### config.mk
export PLATFORM = sky130hd
export DESIGN_NAME = rst_seq_flat
export DESIGN_NICKNAME = d
export VERILOG_FILES = /design/src/rtl/rst_seq_if.sv /design/src/rtl/rst_seq.sv /design/src/flat_wrapper.sv
export SDC_FILE = /design/constraint.sdc
export NUM_CORES = 1
export LEC_CHECK = 0
export ABC_CLOCK_PERIOD_IN_PS = 2000
export BUFFER_PORTS_ARGS = -buffer_cell sky130_fd_sc_hd__buf_2
export CAP_MARGIN = 5
export CORE_ASPECT_RATIO = 0.9
export CORE_MARGIN = 1.5
export CORE_UTILIZATION = 52
export DETAILED_ROUTE_END_ITERATION = 16
export GPL_TIMING_DRIVEN = 0
export HOLD_SLACK_MARGIN = 0.08
export PLACE_DENSITY = 0.83
export SYNTH_ARGS = -nofsm -noshare
export SYNTH_HDL_FRONTEND = slang
export SYNTH_SLANG_ARGS = --single-unit
### constraint.sdc
create_clock -name clk -period 2 [get_ports clk]
set_clock_uncertainty 0.15 [all_clocks]
set_input_delay 0 -clock clk [delete_from_list [all_inputs] [get_ports clk]]
set_output_delay 0 -clock clk [all_outputs]
set_load 0.005 [all_outputs]
### src/rtl/rst_seq_if.sv
// Handshake and reset-output bundle between rst_seq and the logic it controls.
// The master side issues software reset requests and watches the sequenced resets.
// The slave side is the sequencer itself.
interface rst_seq_if #(
  parameter int NUM_CHANNELS = 4
);
  logic                    sw_rst_req;
  logic                    sw_rst_ack;
  logic [NUM_CHANNELS-1:0] rst_chan_out;
  logic                    busy;
  logic                    seq_done;

  modport master (
    output sw_rst_req,
    input  sw_rst_ack,
    input  rst_chan_out,
    input  busy,
    input  seq_done
  );

  modport slave (
    input  sw_rst_req,
    output sw_rst_ack,
    output rst_chan_out,
    output busy,
    output seq_done
  );
endinterface

### src/rtl/rst_seq.sv
// Multi-channel reset sequencer.
// - Synchronizes rst_async into the clk domain.
// - Holds every channel asserted for a stretch period.
// - Releases the channels in order, 0 first, with a fixed gap between them.
// - Accepts a software reset request through a four-phase req/ack handshake.
// Optional feature: define RST_SEQ_SW_REQ_SYNC_EN to pass sw_rst_req through a
// 2-flop synchronizer, so the request may come from another clock domain.
module rst_seq #(
  parameter string MODULE_NAME       = "RST_SEQ",
  parameter bit    ACTIVE_LOW_N_HIGH = 1'b1,
  parameter int    NUM_STAGES        = 2,
  parameter int    NUM_CHANNELS      = 4,
  parameter int    STRETCH_CYCLES    = 16,
  parameter int    GAP_CYCLES        = 8,
  parameter int    CNTR_W            = 8
) (
  input  logic        clk,
  input  logic        rst_async,
  rst_seq_if.slave    bus
);

  localparam int IDX_W = (NUM_CHANNELS > 1) ? $clog2(NUM_CHANNELS) : 1;
  localparam bit ASSERT_BIT  = ~ACTIVE_LOW_N_HIGH;
  localparam bit RELEASE_BIT = ACTIVE_LOW_N_HIGH;
  localparam logic [NUM_CHANNELS-1:0] CH_ASSERTED = {NUM_CHANNELS{ASSERT_BIT}};
  localparam logic [NUM_CHANNELS-1:0] CH_RELEASED = {NUM_CHANNELS{RELEASE_BIT}};
  localparam logic [CNTR_W-1:0] STRETCH_C = CNTR_W'(STRETCH_CYCLES);
  localparam logic [CNTR_W-1:0] GAP_LAST  = CNTR_W'((GAP_CYCLES > 0) ? GAP_CYCLES - 1 : 0);
  localparam logic [IDX_W-1:0]  LAST_IDX  = IDX_W'(NUM_CHANNELS - 1);

  // Reject configurations the sequencer cannot implement correctly.
  if (NUM_STAGES < 2) begin : g_bad_stages
    $error("%s: NUM_STAGES must be at least 2", MODULE_NAME);
  end
  if (NUM_CHANNELS < 1) begin : g_bad_channels
    $error("%s: NUM_CHANNELS must be at least 1", MODULE_NAME);
  end
  if ((2 ** CNTR_W) <= ((STRETCH_CYCLES > GAP_CYCLES) ? STRETCH_CYCLES : GAP_CYCLES)) begin : g_bad_cntr
    $error("%s: CNTR_W too narrow for STRETCH_CYCLES/GAP_CYCLES", MODULE_NAME);
  end

  typedef enum logic [1:0] {
    ST_ASSERT,
    ST_RELEASE,
    ST_DONE
  } state_t;

  state_t                  state_q, state_d;
  logic [CNTR_W-1:0]       cnt_q, cnt_d;
  logic [IDX_W-1:0]        idx_q, idx_d;
  logic [NUM_CHANNELS-1:0] chan_q, chan_d;
  logic                    done_q, done_d;
  logic                    busy_q, busy_d;
  logic                    ack_q, ack_d;
  logic                    pending_q, pending_d;
  logic [NUM_STAGES-1:0]   sync_q;
  logic                    rst_int;
  logic                    rst_int_q;
  logic                    req_s;

  // Reset synchronizer: asserts immediately, shifts the inactive value in on deassertion.
  always_ff @(posedge clk or posedge rst_async) begin
    if (rst_async) begin
      sync_q <= '1;
    end else begin
      sync_q <= {sync_q[NUM_STAGES-2:0], 1'b0};
    end
  end

  assign rst_int = sync_q[NUM_STAGES-1];

`ifdef RST_SEQ_SW_REQ_SYNC_EN
  logic [1:0] req_sync_q;

  // Two-flop synchronizer for a software request arriving from another clock domain.
  always_ff @(posedge clk or posedge rst_async) begin
    if (rst_async) begin
      req_sync_q <= 2'b00;
    end else begin
      req_sync_q <= {req_sync_q[0], bus.sw_rst_req};
    end
  end

  assign req_s = req_sync_q[1];
`else
  assign req_s = bus.sw_rst_req;
`endif

  // State and output registers. The FSM sees a registered copy of rst_int, so the
  // stretch count starts one cycle after the synchronizer output goes inactive.
  always_ff @(posedge clk or posedge rst_async) begin
    if (rst_async) begin
      state_q   <= ST_ASSERT;
      cnt_q     <= '0;
      idx_q     <= '0;
      chan_q    <= CH_ASSERTED;
      done_q    <= 1'b0;
      busy_q    <= 1'b1;
      ack_q     <= 1'b0;
      pending_q <= 1'b0;
      rst_int_q <= 1'b1;
    end else begin
      state_q   <= state_d;
      cnt_q     <= cnt_d;
      idx_q     <= idx_d;
      chan_q    <= chan_d;
      done_q    <= done_d;
      busy_q    <= busy_d;
      ack_q     <= ack_d;
      pending_q <= pending_d;
      rst_int_q <= rst_int;
    end
  end

  // Next-state logic: stretch, staggered release, then wait for a software request.
  always_comb begin
    state_d   = state_q;
    cnt_d     = cnt_q;
    idx_d     = idx_q;
    chan_d    = chan_q;
    done_d    = done_q;
    busy_d    = busy_q;
    ack_d     = ack_q;
    pending_d = pending_q;

    if (!req_s) begin
      ack_d = 1'b0;
    end

    case (state_q)
      ST_ASSERT: begin
        chan_d = CH_ASSERTED;
        done_d = 1'b0;
        busy_d = 1'b1;
        if (!rst_int_q) begin
          if (cnt_q == STRETCH_C) begin
            state_d = ST_RELEASE;
            cnt_d   = '0;
            if (GAP_CYCLES == 0) begin
              chan_d = CH_RELEASED;
              idx_d  = LAST_IDX;
            end else begin
              chan_d[0] = RELEASE_BIT;
              idx_d     = '0;
            end
          end else begin
            cnt_d = cnt_q + 1'b1;
          end
        end
      end

      ST_RELEASE: begin
        if (idx_q == LAST_IDX) begin
          state_d = ST_DONE;
          cnt_d   = '0;
          done_d  = 1'b1;
          busy_d  = 1'b0;
          if (pending_q) begin
            ack_d     = 1'b1;
            pending_d = 1'b0;
          end
        end else if (cnt_q == GAP_LAST) begin
          idx_d = idx_q + 1'b1;
          cnt_d = '0;
          for (int k = 0; k < NUM_CHANNELS; k++) begin
            if (k == int'(idx_d)) begin
              chan_d[k] = RELEASE_BIT;
            end
          end
        end else begin
          cnt_d = cnt_q + 1'b1;
        end
      end

      ST_DONE: begin
        if (req_s && !ack_q) begin
          state_d   = ST_ASSERT;
          cnt_d     = '0;
          idx_d     = '0;
          chan_d    = CH_ASSERTED;
          done_d    = 1'b0;
          busy_d    = 1'b1;
          pending_d = 1'b1;
        end
      end

      default: begin
        state_d = ST_ASSERT;
      end
    endcase
  end

  assign bus.rst_chan_out = chan_q;
  assign bus.seq_done     = done_q;
  assign bus.busy         = busy_q;
  assign bus.sw_rst_ack   = ack_q;

endmodule

### src/flat_wrapper.sv
// flat-port wrapper written by rule: the top's interface ports become plain ports
module rst_seq_flat 
#(
  parameter string MODULE_NAME       = "       ",
  parameter bit    ACTIVE_LOW_N_HIGH = 1'b1,
  parameter int    NUM_STAGES        = 2,
  parameter int    NUM_CHANNELS      = 4,
  parameter int    STRETCH_CYCLES    = 16,
  parameter int    GAP_CYCLES        = 8,
  parameter int    CNTR_W            = 8
)
  (clk, rst_async, bus_sw_rst_req, bus_sw_rst_ack, bus_rst_chan_out, bus_busy, bus_seq_done);
  rst_seq_if #(.NUM_CHANNELS(NUM_CHANNELS)) bus_i ();
  input  logic clk;
  input  logic rst_async;
  input wire logic [$bits(bus_i.sw_rst_req)-1:0] bus_sw_rst_req;
  output wire logic [$bits(bus_i.sw_rst_ack)-1:0] bus_sw_rst_ack;
  output wire logic [$bits(bus_i.rst_chan_out)-1:0] bus_rst_chan_out;
  output wire logic [$bits(bus_i.busy)-1:0] bus_busy;
  output wire logic [$bits(bus_i.seq_done)-1:0] bus_seq_done;
  assign bus_i.sw_rst_req = bus_sw_rst_req;
  assign bus_sw_rst_ack = bus_i.sw_rst_ack;
  assign bus_rst_chan_out = bus_i.rst_chan_out;
  assign bus_busy = bus_i.busy;
  assign bus_seq_done = bus_i.seq_done;
  rst_seq #(.MODULE_NAME(MODULE_NAME), .ACTIVE_LOW_N_HIGH(ACTIVE_LOW_N_HIGH), .NUM_STAGES(NUM_STAGES), .NUM_CHANNELS(NUM_CHANNELS), .STRETCH_CYCLES(STRETCH_CYCLES), .GAP_CYCLES(GAP_CYCLES), .CNTR_W(CNTR_W)) u_core (.clk(clk), .rst_async(rst_async), .bus(bus_i));
endmodule
### Word level (Yosys, flattened, before mapping)

Cells that the tools add are included.

| word-level totals | value |
|---|---|
| register bits after elaboration | 23 |
| input bits | 3 |
| output and inout bits | 7 |
| logic and storage cells | 85 |

| cells by class | value |
|---|---|
| $add $sub $neg | 2 |
| eq/ne operators | 18 |
| mux-type cells | 37 |
| reductions and logical operators | 15 |

Operator list:

| kind | count |
|---|---|
| 2-to-1 mux 8 bit | 5 |
| case mux 8 bit (3 select lines) | 1 |
| AND reduction 5 bit | 4 |
| 2-to-1 mux 2 bit | 8 |
| inequality test 2 x 1 -> 1 bit (second input constant) | 8 |
| 2-to-1 mux 1 bit | 14 |
| 2-to-1 mux 4 bit | 3 |
| case mux 2 bit (3 select lines) | 2 |
| case mux 4 bit (3 select lines) | 1 |
| AND reduction 3 bit | 3 |
| adder 8 x 1 -> 8 bit (second input constant) | 1 |
| == test 8 x 3 -> 1 bit (second input constant) | 1 |
| == test 8 x 5 -> 1 bit (second input constant) | 1 |
| case mux 1 bit (3 select lines) | 2 |
| AND reduction 6 bit | 1 |
| == test 2 bit (first input constant) | 2 |
| == test 2 bit (second input constant) | 2 |
| zero test 2 bit | 2 |
| inequality test 2 bit (second input constant) | 2 |
| AND reduction 4 bit | 1 |
| nonzero test 3 bit | 1 |
| adder 2 x 1 -> 2 bit (second input constant) | 1 |
| == test 1 x 2 -> 1 bit (first input constant) | 1 |
| == test 2 x 1 -> 1 bit (second input constant) | 1 |
| 4 further kinds | 4 |

### Logic depth before layout (Yosys ltp)

| logic depth | value |
|---|---|
| depth in word-level cells | 6 |
| gate-level depth with buffers | 8 |
| gate-level depth less buffers | 7 |

### Worst setup path after synthesis

OpenSTA, ideal clock, no wires.

| path | value |
|---|---|
| path kind | reg-to-reg |
| start | register u_core.cnt_q[3] |
| end | register u_core.idx_q[1] |
| library setup time | 126 ps |
| arrival time | 1859 ps |
| data required time | 1724 ps |
| setup slack | -136 ps |
| cell stages (with the launch flop) | 6 |
| path buffers | 0 |
| period minus slack after synthesis | 2136 ps |
| cells stage by stage | dfrtp_1 -> or4_4 -> or4_4 -> and3_1 -> a21oi_1 -> o31ai_1 |

| between the ends | value |
|---|---|
| cells in the longest elaborated chain, start to end | 3 |
| elaborated cells between the ends (all ways) | 5 |
| those cells by class | eq/ne: 4; reduce/logical: 1 |

Ends and longest elaborated chain:

| what | line | RTL |
|---|---|---|
| from (decl) | rst_seq.sv:49 | `logic [CNTR_W-1:0] cnt_q, cnt_d;` |
| from (signal assigned) | rst_seq.sv:104 | `cnt_q <= cnt_d;` |
| == test 8 x 5 -> 1 bit or == test 8 x 3 -> 1 bit (tied branches) | rst_seq.sv:136, rst_seq.sv:162 |  |
| inequality test 2 x 1 -> 1 bit (no source line) | - |  |
| AND reduction 6 bit (no source line) * | - |  |
| to (signal assigned) | rst_seq.sv:105 | `idx_q <= idx_d;` |
| to (decl) | rst_seq.sv:50 | `logic [IDX_W-1:0] idx_q, idx_d;` |

Mark *: on every way between the ends. The rest lies on a longest branch, timed or not.
A chain may end at the register's enable or synchronous reset.

### Worst setup path after layout

| path | value |
|---|---|
| start | register u_core.cnt_q[7] |
| end | register u_core.cnt_q[2] |

| between the ends | value |
|---|---|
| cells in the longest elaborated chain, start to end | 4 |
| elaborated cells between the ends (all ways) | 7 |
| those cells by class | eq/ne: 2; mux: 5 |

Ends and longest elaborated chain:

| what | line | RTL |
|---|---|---|
| == test 8 x 3 -> 1 bit or == test 8 x 5 -> 1 bit (tied branches) | rst_seq.sv:162, rst_seq.sv:136 |  |
| 2-to-1 mux 8 bit (on tied branches) | rst_seq.sv:162, rst_seq.sv:136 |  |
| 2-to-1 mux 8 bit (on tied branches) | rst_seq.sv:153, rst_seq.sv:135 |  |
| case mux 8 bit (3 select lines) * | rst_seq.sv:130 | `case (state_q)` |

Mark *: on every way between the ends. The rest lies on a longest branch, timed or not. The select of a mux whose other input is x is not followed.

==> run metrics <==
outcome complete, but fails checks; failing checks setup timing; hold crit path type reg2reg; via count 1,066; share of the cycle needed by the critical path after routing 1.10; library cells used by synthesis 35; max cap viols 0; Comb pwr share 0.178; arrival time worst endpoint 2280 ps; most common cell after layout, fill and taps aside dfrtp_1; syn_area_per_cell 9.60 um2; 1st-pass router iterations 4; Slowest Stage Delay on Critical Path 580 ps; critical path fanouts, max 4; critical path's slowest cell or4_4; Hold WS 216 ps; post-route cell area 0.00155 mm2; WL final 2900 um; Power, Total 0.981 mW; Internal Power 0.670 mW; Worst-path clk slew 130 ps; Max-slew headroom 0.423; synthesis-to-layout area growth 22.0%; Clk pwr share 0.219; I/O Buffers 9; switching share of total power 0.317; Antenna Nets Post-Route 0; Wirelength per Cell 16.2 um; Syn Inst Count 132; vias in the first global route 1,017; worst-path cell chain or4_4, buf_4, or3_4, o21ai_4, o21ai_1, a21o_1; chip width 55.0 um; sequential power share 0.603; post-synth top area share 0.375; minimum clock period 2210 ps; largest net degree at the start of global routing 24; CTS H-tree lvls 1; CTS buffer count 3; syn_nets 145; All-Layer GR Usage 0.218; CTS Sinks 23; I/O Pins 10; final worst slack -205 ps; Final Setup Violations 10; switching power 0.311 mW; Placed Area 0.00137 mm2; nature of the critical path endpoint register; # DRC 0; largest delay contributor family on the critical path simple AND/OR/NAND/NOR gates; die area 0.00274 mm2; first-pass GRT wire length 4360 um; fin nets 166; placer congestion estimate 0.837; Yosys reg bits 23; initial drt markers 28; detailed placer's ending HPWL 1840 um; vias per inst 5.96; crit path kind reg2reg; core area 0.00224 mm2; clk root buf clkbuf_4; Clk Latency, worst-skew pair 320 ps; FMAX 454 MHz; sequential element share of the synthesized area 0.458; # diodes 0; RSZ-0062 raised after global routing yes; CTS tree done; total congestion overflow 0; slew of the pin with the lowest slew margin 865 ps; leak pwr 0.668 nW; most frequent cells in the layout dfrtp_1 (18), nand2_1 (14), inv_1 (11); YS warnings 0; final hold viol count 0; initial antenna violation count 0; Die H 49.8 um; mapped cell area 0.00127 mm2; Buf/Inv on CP 1; max-slew violations 0; Initial Util 0.565; pwr dens 634 mW/mm2; clock tree buffer depth 2; layout cells sized above 1 0.329; VDD IR max 680 uV; leading area contributor after synthesis dfrtp_1; # rows 16; WP data required 2070 ps; Synth area leaders dfrtp_1 (38%), ha_1 (9.9%), dfstp_2 (8.3%), a21oi_1 (4.7%), nand2_1 (4.4%); Setup crit start kind register
## power groups by stage
stage / registers [mW] / logic (mW) / clock network, mW
global route: 0.600 / 0.193 / 0.238
global placement: 0.590 / 0.127 / 0
floorplan: 0.575 / 0.110 / 0
CTS: 0.585 / 0.156 / 0.221
finish: 0.591 / 0.175 / 0.215
detailed placement: 0.592 / 0.134 / 0
## synthesized netlist by cell type (all sizes together)
library cell,instances
o41ai,1
nor2,6
or4,2
o31ai,1
o21ai,8
nor2b,2
a31oi,3
nand3,6
nand2,15
o311ai,2
nor4,1
a21oi,12
a32o,1
a21o,2
dfstp,4
o2bb2ai,2
inv,11
clkbuf,3
or3,2
conb,1
a221o,1
nand3b,1
nor3b,1
o22a,1
and3,3
mux2i,1
nand2b,3
o22ai,2
ha,10
dfrtp,19
and2,1
nor3,4
## sequential cells by signal (all words and copies together), names as in the netlist
| register | count |
|---|---|
| u_core.bus.busy | 1 |
| u_core.bus.rst_chan_out | 4 |
| u_core.bus.seq_done | 1 |
| u_core.bus.sw_rst_ack | 1 |
| u_core.cnt_q | 8 |
| u_core.idx_q | 2 |
| u_core.pending_q | 1 |
| u_core.rst_int_q | 1 |
| u_core.state_q | 2 |
| u_core.sync_q | 2 |
## stage by stage
step                setup slack (ps)  utilization  instances  setup TNS (ps)
floorplan                      -26.7            -        132            -102
global placement                -175        0.610        168            -905
detailed placement              -199        0.610        168           -1360
CTS                             -168        0.648        175           -1070
global route                    -215        0.690        179           -1860
finish                          -205        0.690        179           -1300
## per-layer routing
layer,vias to the layer above,GRT usage,wire [um]
li1,514,-,-
met2,30,0.333,1420
met1,512,0.302,1270
met3,10,0.0667,136
met5,-,0,0
met4,0,0.0528,72
## area by class of cell
type,instances,area [um2]
Fill cell,171,696
Clock inverter,1,5.00
Inverter,11,41.3
Buffer,1,5.00
Tap cell,27,33.8
Clock buffer,3,22.5
Multi-Input combinational cell,95,739
Sequential cell,23,582
Timing Repair Buffer,18,118
## logic make-up after synthesis
family | share of synthesized area
AND/OR/NAND/NOR | 0.206
AO/OA/AOI/OAI | 0.185
flip-flops | 0.458
other | 0.00296
adder cells (fa/ha/maj) | 0.0987
buffers and inverters | 0.0415
multiplexers | 0.00790
## path summary, 6_finish.rpt
| kind | start | to | slack (ps) | cells after the start |
|---|---|---|---|---|
| min in group asynchronous | rst_async | u_core.cnt_q[1] | 240 | 3 |
| max reg2reg | u_core.cnt_q[7] | u_core.cnt_q[2] | -210 | 6 |
| min | u_core.sync_q[0] | u_core.sync_q[1] | 220 | 0 |
| max | u_core.cnt_q[7] | u_core.cnt_q[2] | -210 | 6 |
| min reg2reg | u_core.sync_q[0] | u_core.sync_q[1] | 220 | 0 |
| max in group asynchronous | rst_async | u_core.cnt_q[3] | 880 | 3 |
## what timing repair did
| item | CTS | global route |
|---|---|---|
| pin swaps | 2 | 3 |
| hold buffers | 2 | 0 |
| setup buffers | 2 | 5 |
| hold endpoints to repair | 23 | 0 |
| resized for setup | 5 | 14 |
| endpoints found under the setup margin | 13 | 16 |
No activity file was read; power rests on OpenSTA's default activity.
